<file path="config.mk">
export PLATFORM = sky130hd
export DESIGN_NAME = tx_pause_ctrl
export DESIGN_NICKNAME = d
export VERILOG_FILES = /design/src/rtl/tx_pause_pkg.sv /design/src/rtl/tx_pause_refresh_tmr.sv /design/src/rtl/tx_pause_ctrl.sv
export SDC_FILE = /design/constraint.sdc
export NUM_CORES = 1
export LEC_CHECK = 0
export ABC_AREA = 1
export CAP_MARGIN = 20
export CELL_PAD_IN_SITES_DETAIL_PLACEMENT = 0
export CELL_PAD_IN_SITES_GLOBAL_PLACEMENT = 1
export CORE_ASPECT_RATIO = 2
export CORE_MARGIN = 2
export CORE_UTILIZATION = 30
export CTS_CLUSTER_SIZE = 14
export DETAILED_ROUTE_END_ITERATION = 7
export PLACE_DENSITY = 0.95
export SLEW_MARGIN = 5
export SYNTH_ARGS = -nofsm -noshare
export SYNTH_HDL_FRONTEND = slang
export SYNTH_SLANG_ARGS = --single-unit
</file>
<file path="constraint.sdc">
create_clock -name clk -period 2.8 [get_ports clk]
set_input_delay 0.28 -clock clk [delete_from_list [all_inputs] [get_ports clk]]
set_output_delay 0.28 -clock clk [all_outputs]
set_load 0.01 [all_outputs]
</file>
<file path="src/rtl/tx_pause_pkg.sv">
// Shared definitions for the TX pause scheduler: FSM encoding, frame kinds, default widths.
// Statistics counters in tx_pause_ctrl are built only when TX_PAUSE_STATS_EN is defined.
package tx_pause_pkg;

    localparam int LVL_W_DEF = 16;
    localparam int CNT_W_DEF = 32;

    typedef enum logic [1:0] {
        ST_IDLE   = 2'd0,
        ST_SEND   = 2'd1,
        ST_PAUSED = 2'd2
    } state_e;

    typedef enum logic {
        KIND_XON  = 1'b0,
        KIND_XOFF = 1'b1
    } kind_e;

endpackage

</file>
<file path="src/rtl/tx_pause_refresh_tmr.sv">
// XOFF refresh timer: loaded with the period on entry to PAUSED, counts down while enabled,
// pulses expire on the last cycle of the period and sits at zero afterwards (period 0 never fires).
module tx_pause_refresh_tmr
    import tx_pause_pkg::*;
#(
    parameter int LVL_W = LVL_W_DEF
) (
    input  logic             clk,
    input  logic             rst,
    input  logic             clr,
    input  logic             en,
    input  logic [LVL_W-1:0] intv,
    output logic             expire
);

    logic [LVL_W-1:0] cnt;

    always_ff @(posedge clk) begin
        if (rst) begin
            cnt <= '0;
        end else if (clr) begin
            cnt <= intv;
        end else if (en && (cnt != '0)) begin
            cnt <= cnt - LVL_W'(1);
        end
    end

    assign expire = en && (cnt == LVL_W'(1));

endmodule

</file>
<file path="src/rtl/tx_pause_ctrl.sv">
// Pause-frame scheduler for the TX path: threshold/software driven XOFF/XON with refresh.
// Define TX_PAUSE_STATS_EN to build the xoff_cnt/xon_cnt statistics counters.
//
// state  | meaning
// IDLE   | no pause in force
// SEND   | xreq high, waiting for xdone
// PAUSED | XOFF in force, refresh timer running
module tx_pause_ctrl
    import tx_pause_pkg::*;
#(
    parameter int LVL_W = LVL_W_DEF,
    parameter int CNT_W = CNT_W_DEF
) (
    input  logic             clk,
    input  logic             rst,
    input  logic             fc_en,
    input  logic [LVL_W-1:0] rxbuf_level,
    input  logic [LVL_W-1:0] xoff_thresh,
    input  logic [LVL_W-1:0] xon_thresh,
    input  logic [LVL_W-1:0] refresh_intv,
    input  logic             sw_xreq,
    input  logic             sw_xon,
    input  logic             xdone,
    output logic             xreq,
    output logic             xon,
    output logic             paused,
    output logic             sw_busy,
    output logic [CNT_W-1:0] xoff_cnt,
    output logic [CNT_W-1:0] xon_cnt,
    input  logic             stat_clr
);

    localparam logic [1:0] S_IDLE   = ST_IDLE;
    localparam logic [1:0] S_SEND   = ST_SEND;
    localparam logic [1:0] S_PAUSED = ST_PAUSED;

    logic [1:0] state, state_nx;
    logic       go, kind_nx, sw_take, sw_drop;
    logic       sw_pend, sw_kind, sw_fly;
    logic       thr_xoff, thr_xon, done, tmr_exp;

    // XOFF level wins when the thresholds overlap
    assign thr_xoff = fc_en && (rxbuf_level >= xoff_thresh);
    assign thr_xon  = fc_en && (rxbuf_level <= xon_thresh) && !(rxbuf_level >= xoff_thresh);
    assign done     = (state == S_SEND) && xdone;

    always_comb begin
        state_nx = state;
        go       = 1'b0;
        kind_nx  = xon;
        sw_take  = 1'b0;
        sw_drop  = 1'b0;
        case (state)
            S_IDLE: begin
                if (thr_xoff) begin
                    go      = 1'b1;
                    kind_nx = KIND_XOFF;
                end else if (sw_pend) begin
                    if (sw_kind == KIND_XOFF) begin
                        go      = 1'b1;
                        kind_nx = KIND_XOFF;
                        sw_take = 1'b1;
                    end else begin
                        sw_drop = 1'b1;
                    end
                end
            end
            S_SEND: begin
                if (sw_pend && (sw_kind == KIND_XOFF)) sw_drop = 1'b1;
                if (xdone) state_nx = (xon == KIND_XOFF) ? S_PAUSED : S_IDLE;
            end
            S_PAUSED: begin
                if (thr_xon) begin
                    go      = 1'b1;
                    kind_nx = KIND_XON;
                end else if (sw_pend) begin
                    go      = 1'b1;
                    kind_nx = sw_kind;
                    sw_take = 1'b1;
                end else if (tmr_exp) begin
                    go      = 1'b1;
                    kind_nx = KIND_XOFF;
                end
            end
            default: state_nx = S_IDLE;
        endcase
        if (go) state_nx = S_SEND;
    end

    always_ff @(posedge clk) begin
        if (rst) begin
            state   <= S_IDLE;
            xreq    <= 1'b0;
            xon     <= 1'b0;
            paused  <= 1'b0;
            sw_pend <= 1'b0;
            sw_kind <= 1'b0;
            sw_fly  <= 1'b0;
        end else begin
            state <= state_nx;
            if (go) begin
                xreq <= 1'b1;
                xon  <= kind_nx;
            end else if (done) begin
                xreq <= 1'b0;
            end
            if (done) begin
                paused <= xon;
                sw_fly <= 1'b0;
            end
            if (sw_take) sw_fly <= 1'b1;
            // a fresh request overwrites whatever is pending, even one being consumed now
            if (sw_xreq) begin
                sw_pend <= 1'b1;
                sw_kind <= sw_xon;
            end else if (sw_take || sw_drop) begin
                sw_pend <= 1'b0;
            end
        end
    end

    assign sw_busy = sw_pend | sw_fly;

    tx_pause_refresh_tmr #(.LVL_W(LVL_W)) u_refresh (
        .clk    (clk),
        .rst    (rst),
        .clr    (done && (xon == KIND_XOFF)),
        .en     (state == S_PAUSED),
        .intv   (refresh_intv),
        .expire (tmr_exp)
    );

`ifdef TX_PAUSE_STATS_EN
    always_ff @(posedge clk) begin
        if (rst || stat_clr) begin
            xoff_cnt <= '0;
            xon_cnt  <= '0;
        end else if (done) begin
            if (xon == KIND_XOFF) xoff_cnt <= xoff_cnt + CNT_W'(1);
            else                  xon_cnt  <= xon_cnt + CNT_W'(1);
        end
    end
`else
    logic stats_unused;
    assign stats_unused = stat_clr;
    assign xoff_cnt     = '0;
    assign xon_cnt      = '0;
`endif

endmodule

</file>
==> key figures, run 1 <==
Worst setup path
  • Setup CP Type: reg2reg
  • Worst r2r path cells: 12
  • Reg-to-reg critical path endpoint: u_refresh.cnt[13]
  • Reg2Reg Launch Point: u_refresh.cnt[0]
  • Highest net fanout along the worst path: 25
  • Crit. End Element: flip-flop
  • Startpoint Class: flip-flop
  • Required @ worst endpoint: 3.00 ns
  • CP startpoint: u_refresh.cnt[0]
  • Worst Path Arrival: 2.32 ns
  • Reg-to-reg slack, setup: 0.67 ns

Synthesis
  • Post-synthesis sequential area ratio: 0.171
  • Mapped Area: 2810 sq um
  • Cells after Synth: 422
  • Cell taking the most area after synthesis: dfxtp_1
  • Netlist cell types: 33
  • Ys Warns: 0
  • FF+latch count, synth: 24
  • Syn_area_per_cell: 6.65 sq um
  • Top-area cell type share of the netlist area: 0.171
  • Synth area leaders: dfxtp_1 17%, buf_4 17%, ha_1 15%

Route
  • Residual DRC: 0
  • Via density: 4.40
  • Post-route antenna net violation count: 0
  • First drt pass iteration count: 4
  • Final WL: 7.17 mm
  • DR WL/cell: 12.0 um
  • Violation count after the first detailed-route iteration: a little under 60
  • Routed via count: 2,628

Global routing
  • Number of global-route vias before repair: about 2,500
  • Largest net degree at the start of global routing: 26
  • Initial antenna violation count: 0
  • First-pass GRT wire length: 10.5 mm
  • GRT Total Usage: 0.131
  • Grt total ovfl: 0

Clock network
  • Post-CTS sizing: 0
  • Clk buf depth: 2
  • H-tree depth: 1
  • Clk_lat worst skew: 0.26 ns
  • Setup bufs post-CTS: 0
  • Clock root cell: clkbuf_16
  • Hold-fix buffers, CTS: 0
  • Clk slew on worst S/H paths: 0.06 ns
  • Clk sink count: 24
  • CTS tree: done
  • TritonCTS Buffers: 3

Placed design
  • Placer congestion estimate: 0.851
  • Setup WS pre-CTS: ~0.45 ns
  • DP HPWL: between 6 and 7 mm
  • PortBufs: 73

Outcome
  • Status: completed

Floorplan
  • Vert. Die Dim: 141 um
  • Die area: just over 10,000 sq um
  • Row Count: 50
  • Core Area: 9260 sq um
  • Die width: 72.4 um
  • Initial Util: 0.303
  • Ports: 139

Min path
  • WHS Endpoint: u_refresh.cnt[7]
  • Hold Path Stages: 2
  • Worst hold-check path type: reg2reg
  • Hold Crit Start: u_refresh.cnt[7]

STA
  • Endpoints failing setup: 0
  • Final-report hold violation count: 0
  • Worst Skew: 0.00292 ns
  • Fin crit share: 0.760
  • Final WS setup: 0.673 ns
  • RSZ-0062 raised after global routing: false
  • Fmax: 0.470 GHz
  • Total negative setup slack: 0 ns
  • Minimum clock period: 2.13 ns
  • Pins Over Slew Limit: 0

Final layout
  • Area Overhead vs Synth: 24.2%
  • Share of layout cells above drive strength 1: 0.0487
  • Final nets: 599
  • # diodes: 0
  • Number of filler cells placed in the layout: between 900 and 1,000

Run
  • MaxCap Viol Count: 0

Power
  • Pwr/cell area: 330 nW/um^2
  • LEAKAGE: 1.82 nW
  • VDD IR-drop max: 374 uV
==> worst max-delay path, stage by stage (launching register included) <==
cell	delay, ns
dfxtp_1	0.33
inv_1	0.09
ha_1	0.19
inv_1	0.08
nor2_2	0.17
inv_1	0.08
nor2_2	0.15
inv_1	0.13
o21ai_4	0.20
nand2_4	0.20
inv_2	0.19
o21ai_0	0.11
a21oi_1	0.13
==> cells in the mapped netlist, drive strengths merged <==
| master | n |
|---|---|
| xor2 | 2 |
| o21a | 1 |
| nand3 | 24 |
| o211ai | 4 |
| nand4 | 4 |
| or2 | 3 |
| nand2 | 71 |
| dfxtp | 24 |
| a21oi | 24 |
| o21bai | 2 |
| a21o | 1 |
| conb | 1 |
| clkbuf | 4 |
| nor3 | 4 |
| nor4b | 1 |
| ha | 34 |
| inv | 74 |
| nor2 | 34 |
| xnor2 | 2 |
| a31oi | 4 |
| buf | 67 |
| a211oi | 4 |
| o21ai | 33 |
==> worst max path at each step <==
stage,to,slack (ns),depth (start not counted)
detailed placement,xon,0.45,15
floorplan,u_refresh.cnt[11],1.12,12
finish,u_refresh.cnt[13],0.67,12
CTS,u_refresh.cnt[13],0.65,12
global route,u_refresh.cnt[9],0.45,12
global placement,xon,0.46,15
==> cell families (layout without fill, tap and decap cells) <==
group           count (synthesis)  in the layout  share of synthesized area
buf+inv                       145            153                      0.285
simple gates                  141            141                      0.222
compound gates                 73             73                      0.156
fa+ha+maj                      34             34                      0.152
flops                          24             24                      0.171
xor+xnor                        4              4                     0.0125
other cells                     1             64                    0.00134
==> metrics by stage <==
| stage | total power, mW | hold slack [ns] | util | std cells | area, sq um |
|---|---|---|---|---|---|
| after global placement | 0.805 | 0.453 | 0.367 | 593 | 3400 |
| final | 1.15 | 0.470 | 0.376 | 597 | 3480 |
| after CTS | 1.16 | 0.466 | 0.376 | 597 | 3480 |
| after detailed placement | 0.813 | 0.457 | 0.367 | 593 | 3400 |
| after global routing | 1.23 | 0.502 | 0.376 | 597 | 3480 |
| after floorplan | 0.707 | 0.441 | - | 485 | 3040 |
==> final cells by class <==
cell class	instances	area (sq um)	share of cell area
repair buffers	75	746	0.214
well taps	104	130	0.0373
inverters	74	278	0.0797
multi-input cells	316	1760	0.506
flip-flops and latches	24	480	0.138
clock buffers	4	88.8	0.0255
==> per-layer routing <==
metal,up-vias,share of wire,global-route usage,routed length [um]
li1,1365,-,-,-
met2,109,0.57,0.279,4120
met5,-,0,0,0
met1,1139,0.32,0.111,2320
met4,0,0.041,0.0653,291
met3,15,0.062,0.0114,443
==> flip-flops by register name (all words and copies together), names as in the netlist <==
| register | cells |
|---|---|
| sw_fly | 1 |
| u_refresh.cnt | 16 |
| paused | 1 |
| state | 2 |
| sw_pend | 1 |
| xreq | 1 |
| sw_kind | 1 |
| xon | 1 |
==> power by group <==
part | internal (mW) | switching [mW]
logic | 0.200 | 0.238
clock network | 0.219 | 0.126
registers | 0.356 | 0.0114
total | 0.775 | 0.376
==> placed cells by master, fill, tap and decap left out, drive strengths merged, types with 3 or more instances in the layout <==
cell type / count
nand3: 24
dfxtp: 24
clkdlybuf4s50: 73
nand2: 71
nor2: 34
conb: 64
nor3: 4
clkbuf: 4
o21ai: 33
or2: 3
nand4: 4
o211ai: 4
a21oi: 24
ha: 34
inv: 74
a211oi: 4
a31oi: 4
Note: power is estimated with default switching activity, not from simulation.
==> run 2: changes to the inputs <==
--- a/config.mk
+++ b/config.mk
@@ -11,10 +11,10 @@
 export CELL_PAD_IN_SITES_GLOBAL_PLACEMENT = 1
 export CORE_ASPECT_RATIO = 2
 export CORE_MARGIN = 2
-export CORE_UTILIZATION = 30
+export CORE_UTILIZATION = 28
 export CTS_CLUSTER_SIZE = 14
 export DETAILED_ROUTE_END_ITERATION = 7
-export PLACE_DENSITY = 0.95
+export PLACE_DENSITY = 0.93
 export SLEW_MARGIN = 5
 export SYNTH_ARGS = -nofsm -noshare
 export SYNTH_HDL_FRONTEND = slang
==> constraint.sdc (replaced) <==
create_clock -name clk -period 2.02 [get_ports clk]
set_input_delay 0.202 -clock clk [delete_from_list [all_inputs] [get_ports clk]]
set_output_delay 0.202 -clock clk [all_outputs]
set_load 0.01 [all_outputs]
==> run 2 against run 1 <==
Net effect: die area rose by 6.8%; hold slack got worse by 0.0017 ns; first-iteration DRC count did not move; cell count rose by 7.4%; clock skew rose by 0.0019 ns; global-route usage fell by 0.67 points; critical path depth rose by 3; cell area rose by 9.8%; sequential power rose by 38%; critical endpoint is now xreq.
==> key figures, run 2 (synthesis results as in run 1) <==
Worst setup path
  • Crit-path max cell delay: 0.45 ns (+0.12 ns)
  • Startpoint Class: primary input
  • WP buf/inv: 5 (unchanged)
  • CP Cell Sequence: clkdlybuf4s50_1 > inv_1 > ha_1 > nand2_1 > inv_1 > nand3_2 > nor2_2 > nand3_1 > nand3_2 > nor2_4 > buf_4 > nand3_2 > nand3_2 > o21ai_1 > inv_1
  • Setup CP Type: in2reg
  • Highest net fanout along the worst path: 3 (-88%)
  • Most used cell, CP: nand3_2
  • Crit. End Element: flip-flop
  • CP max-delay cell: clkdlybuf4s50_1
  • Crit path max-delay family: buffers and inverters
  • Required @ worst endpoint: 2.18 ns (-0.82 ns)
  • Worst Path Arrival: 2.04 ns (-0.28 ns)

Placed design
  • Placer congestion estimate: 0.896 (+5.3%)
  • Placed Cells: 633 (+6.7%)
  • DP HPWL: 6.07 mm (-1.7%)
  • Post-DP Area: 3520 sq um (+3.7%)
  • PortBufs: 73 (unchanged)

Global routing
  • Number of global-route vias before repair: 2,560 (+4.0%)
  • Largest net degree at the start of global routing: 19 (-27%)
  • Grt total ovfl: 0 (unchanged)
  • GRT Total Usage: 0.124 (-0.00671)
  • First-pass GRT wire length: 10.8 mm (+2.3%)
  • Initial antenna violation count: 0 (unchanged)

Final layout
  • Multi-input logic area: 1930 sq um (+9.7%)
  • Number of filler cells placed in the layout: 1,033 (+6.5%)
  • Biggest register: u_refresh.cnt
  • Final nets: 615 (+2.7%)
  • Share of layout cells above drive strength 1: 0.136 (+0.0869)
  • Register area: 480 sq um (unchanged)
  • Commonest non-fill, non-tap cell in the layout: inv_1
  • Final Cell Area: 3820 sq um (+9.8%)
  • Largest registers: u_refresh.cnt x16, state x2
  • Largest register FFs: 16 (unchanged)
  • Most frequent cells in the layout: 69 x inv_1, 68 x clkdlybuf4s50_1, 64 x nand2_1, 64 x conb_1, 28 x o21ai_0
  • # diodes: 0 (unchanged)
  • Area Overhead vs Synth: 36.3%
  • Non-Filler Instances: 641 (+7.4%)

Route
  • DR WL/cell: 11.3 um (-6.0%)
  • Via density: 4.17 (-5.3%)
  • Routed via count: 2,673 (+1.7%)
  • Post-route antenna net violation count: 0 (unchanged)
  • First drt pass iteration count: 4 (unchanged)
  • Violation count after the first detailed-route iteration: 59 (unchanged)
  • Final WL: 7.24 mm (+0.98%)
  • Residual DRC: 0 (unchanged)

STA
  • Pins Over Slew Limit: 0 (unchanged)
  • Final-report hold violation count: 0 (unchanged)
  • RSZ-0062 raised after global routing: false
  • Fmax: 0.532 GHz
  • Worst Skew: 0.00481 ns (+0.00189 ns)
  • Minimum clock period: 1.88 ns
  • Endpoints failing setup: 0 (unchanged)
  • Fin crit share: 0.931

Floorplan
  • Core Area: 9760 sq um (+5.4%)
  • Row Count: 51 (+2.0%)
  • Ports: 139 (unchanged)
  • Die width: 74.8 um (+3.3%)
  • Die area: 10,900 sq um (+6.8%)
  • Initial Util: 0.287 (-0.0157)
  • Vert. Die Dim: 146 um (+3.4%)

Clock network
  • Clk slew on worst S/H paths: 0.06 ns (about the same)
  • TritonCTS Buffers: 3 (unchanged)
  • Clk sink count: 24 (unchanged)
  • Clk_lat worst skew: 0.26 ns (about the same)
  • CTS tree: done
  • Clock root cell: clkbuf_16
  • Clk buf depth: 2 (unchanged)
  • H-tree depth: 1 (unchanged)

Min path
  • Worst hold-check path type: reg2reg

Power
  • LEAKAGE: 1.96 nW (+7.7%)
  • VDD IR-drop max: 396 uV (+6.0%)
  • Pwr/cell area: 437 nW/um^2 (+32%)

Run
  • MaxCap Viol Count: 0 (unchanged)

Outcome
  • Status: completed
[run 2: cell count changes in the layout (fill, tap and decap cells not counted), sizes merged]
cell / before / now
clkdlybuf4s50: 73 / 68
dlymetal6s2s: 0 / 5
buf: 2 / 18
[run 2: cell type report]
| class | instances | share of cell area |
|---|---|---|
| multi-input cells | 316 | 0.505 |
| repair buffers | 91 | 0.230 |
| flip-flops and latches | 24 | 0.126 |
| inverters | 74 | 0.0733 |
| well taps | 132 | 0.0432 |
| clock buffers | 4 | 0.0232 |
[run 2: final timing paths]
path                                  startpoint                 to  slack (ns)  cells past startpoint
worst max-delay path             xoff_thresh[11]               xreq        0.14                     15
worst min-delay path            u_refresh.cnt[7]   u_refresh.cnt[7]        0.47                      2
worst max register to register  u_refresh.cnt[0]  u_refresh.cnt[10]        0.16                     12
worst min register to register  u_refresh.cnt[7]   u_refresh.cnt[7]        0.47                      2
[run 2: per-layer routing]
| metal | wire (um) | up-vias | GRT usage | part of all wire |
|---|---|---|---|---|
| met5 | 0 | - | 0 | 0 |
| li1 | - | 1397 | - | - |
| met1 | 2460 | 1145 | 0.110 | 0.34 |
| met3 | 435 | 10 | 0.00900 | 0.060 |
| met2 | 4080 | 121 | 0.260 | 0.56 |
| met4 | 259 | 0 | 0.0527 | 0.036 |
[run 2: repair_timing]
item	4_1_cts	5_1_grt
endpoints found under the setup margin	0	17
gates resized for setup	0	42
hold endpoints to repair	0	0
hold buffers	0	0
buffers inserted	0	4
[run 2: power breakdown]
group          total [mW]  internal [mW]  switching [mW]
clock               0.483          0.303           0.180
sequential          0.508          0.494          0.0145
combinational       0.679          0.318           0.361
[run 2: worst min-delay path, stage by stage (launching register included)]
cell	delay [ns]
dfxtp_1	0.31
nand2_1	0.06
a21oi_1	0.05
[run 2: stage by stage]
stage	total power, mW	hold slack, ns	TNS [ns]	util	setup WS, ns
2_1_floorplan	0.979	0.363	0	-	0.337
5_1_grt	1.79	0.489	0	0.392	0.000847
3_5_place_dp	1.15	0.464	-1.11	0.361	-0.244
4_1_cts	1.63	0.473	0	0.370	0.0287
6_report	1.67	0.469	0	0.392	0.140
3_3_place_gp	1.14	0.452	-0.954	0.361	-0.227
==> run 3: changes to the inputs <==
--- a/config.mk
+++ b/config.mk
@@ -14,6 +14,7 @@
 export CORE_UTILIZATION = 28
 export CTS_CLUSTER_SIZE = 14
 export DETAILED_ROUTE_END_ITERATION = 7
+export HOLD_SLACK_MARGIN = 0.12
 export PLACE_DENSITY = 0.93
 export SLEW_MARGIN = 5
 export SYNTH_ARGS = -nofsm -noshare
==> results of run 3 <==
Same layout as run 2: the final DEF is identical, and so are final timing and power.
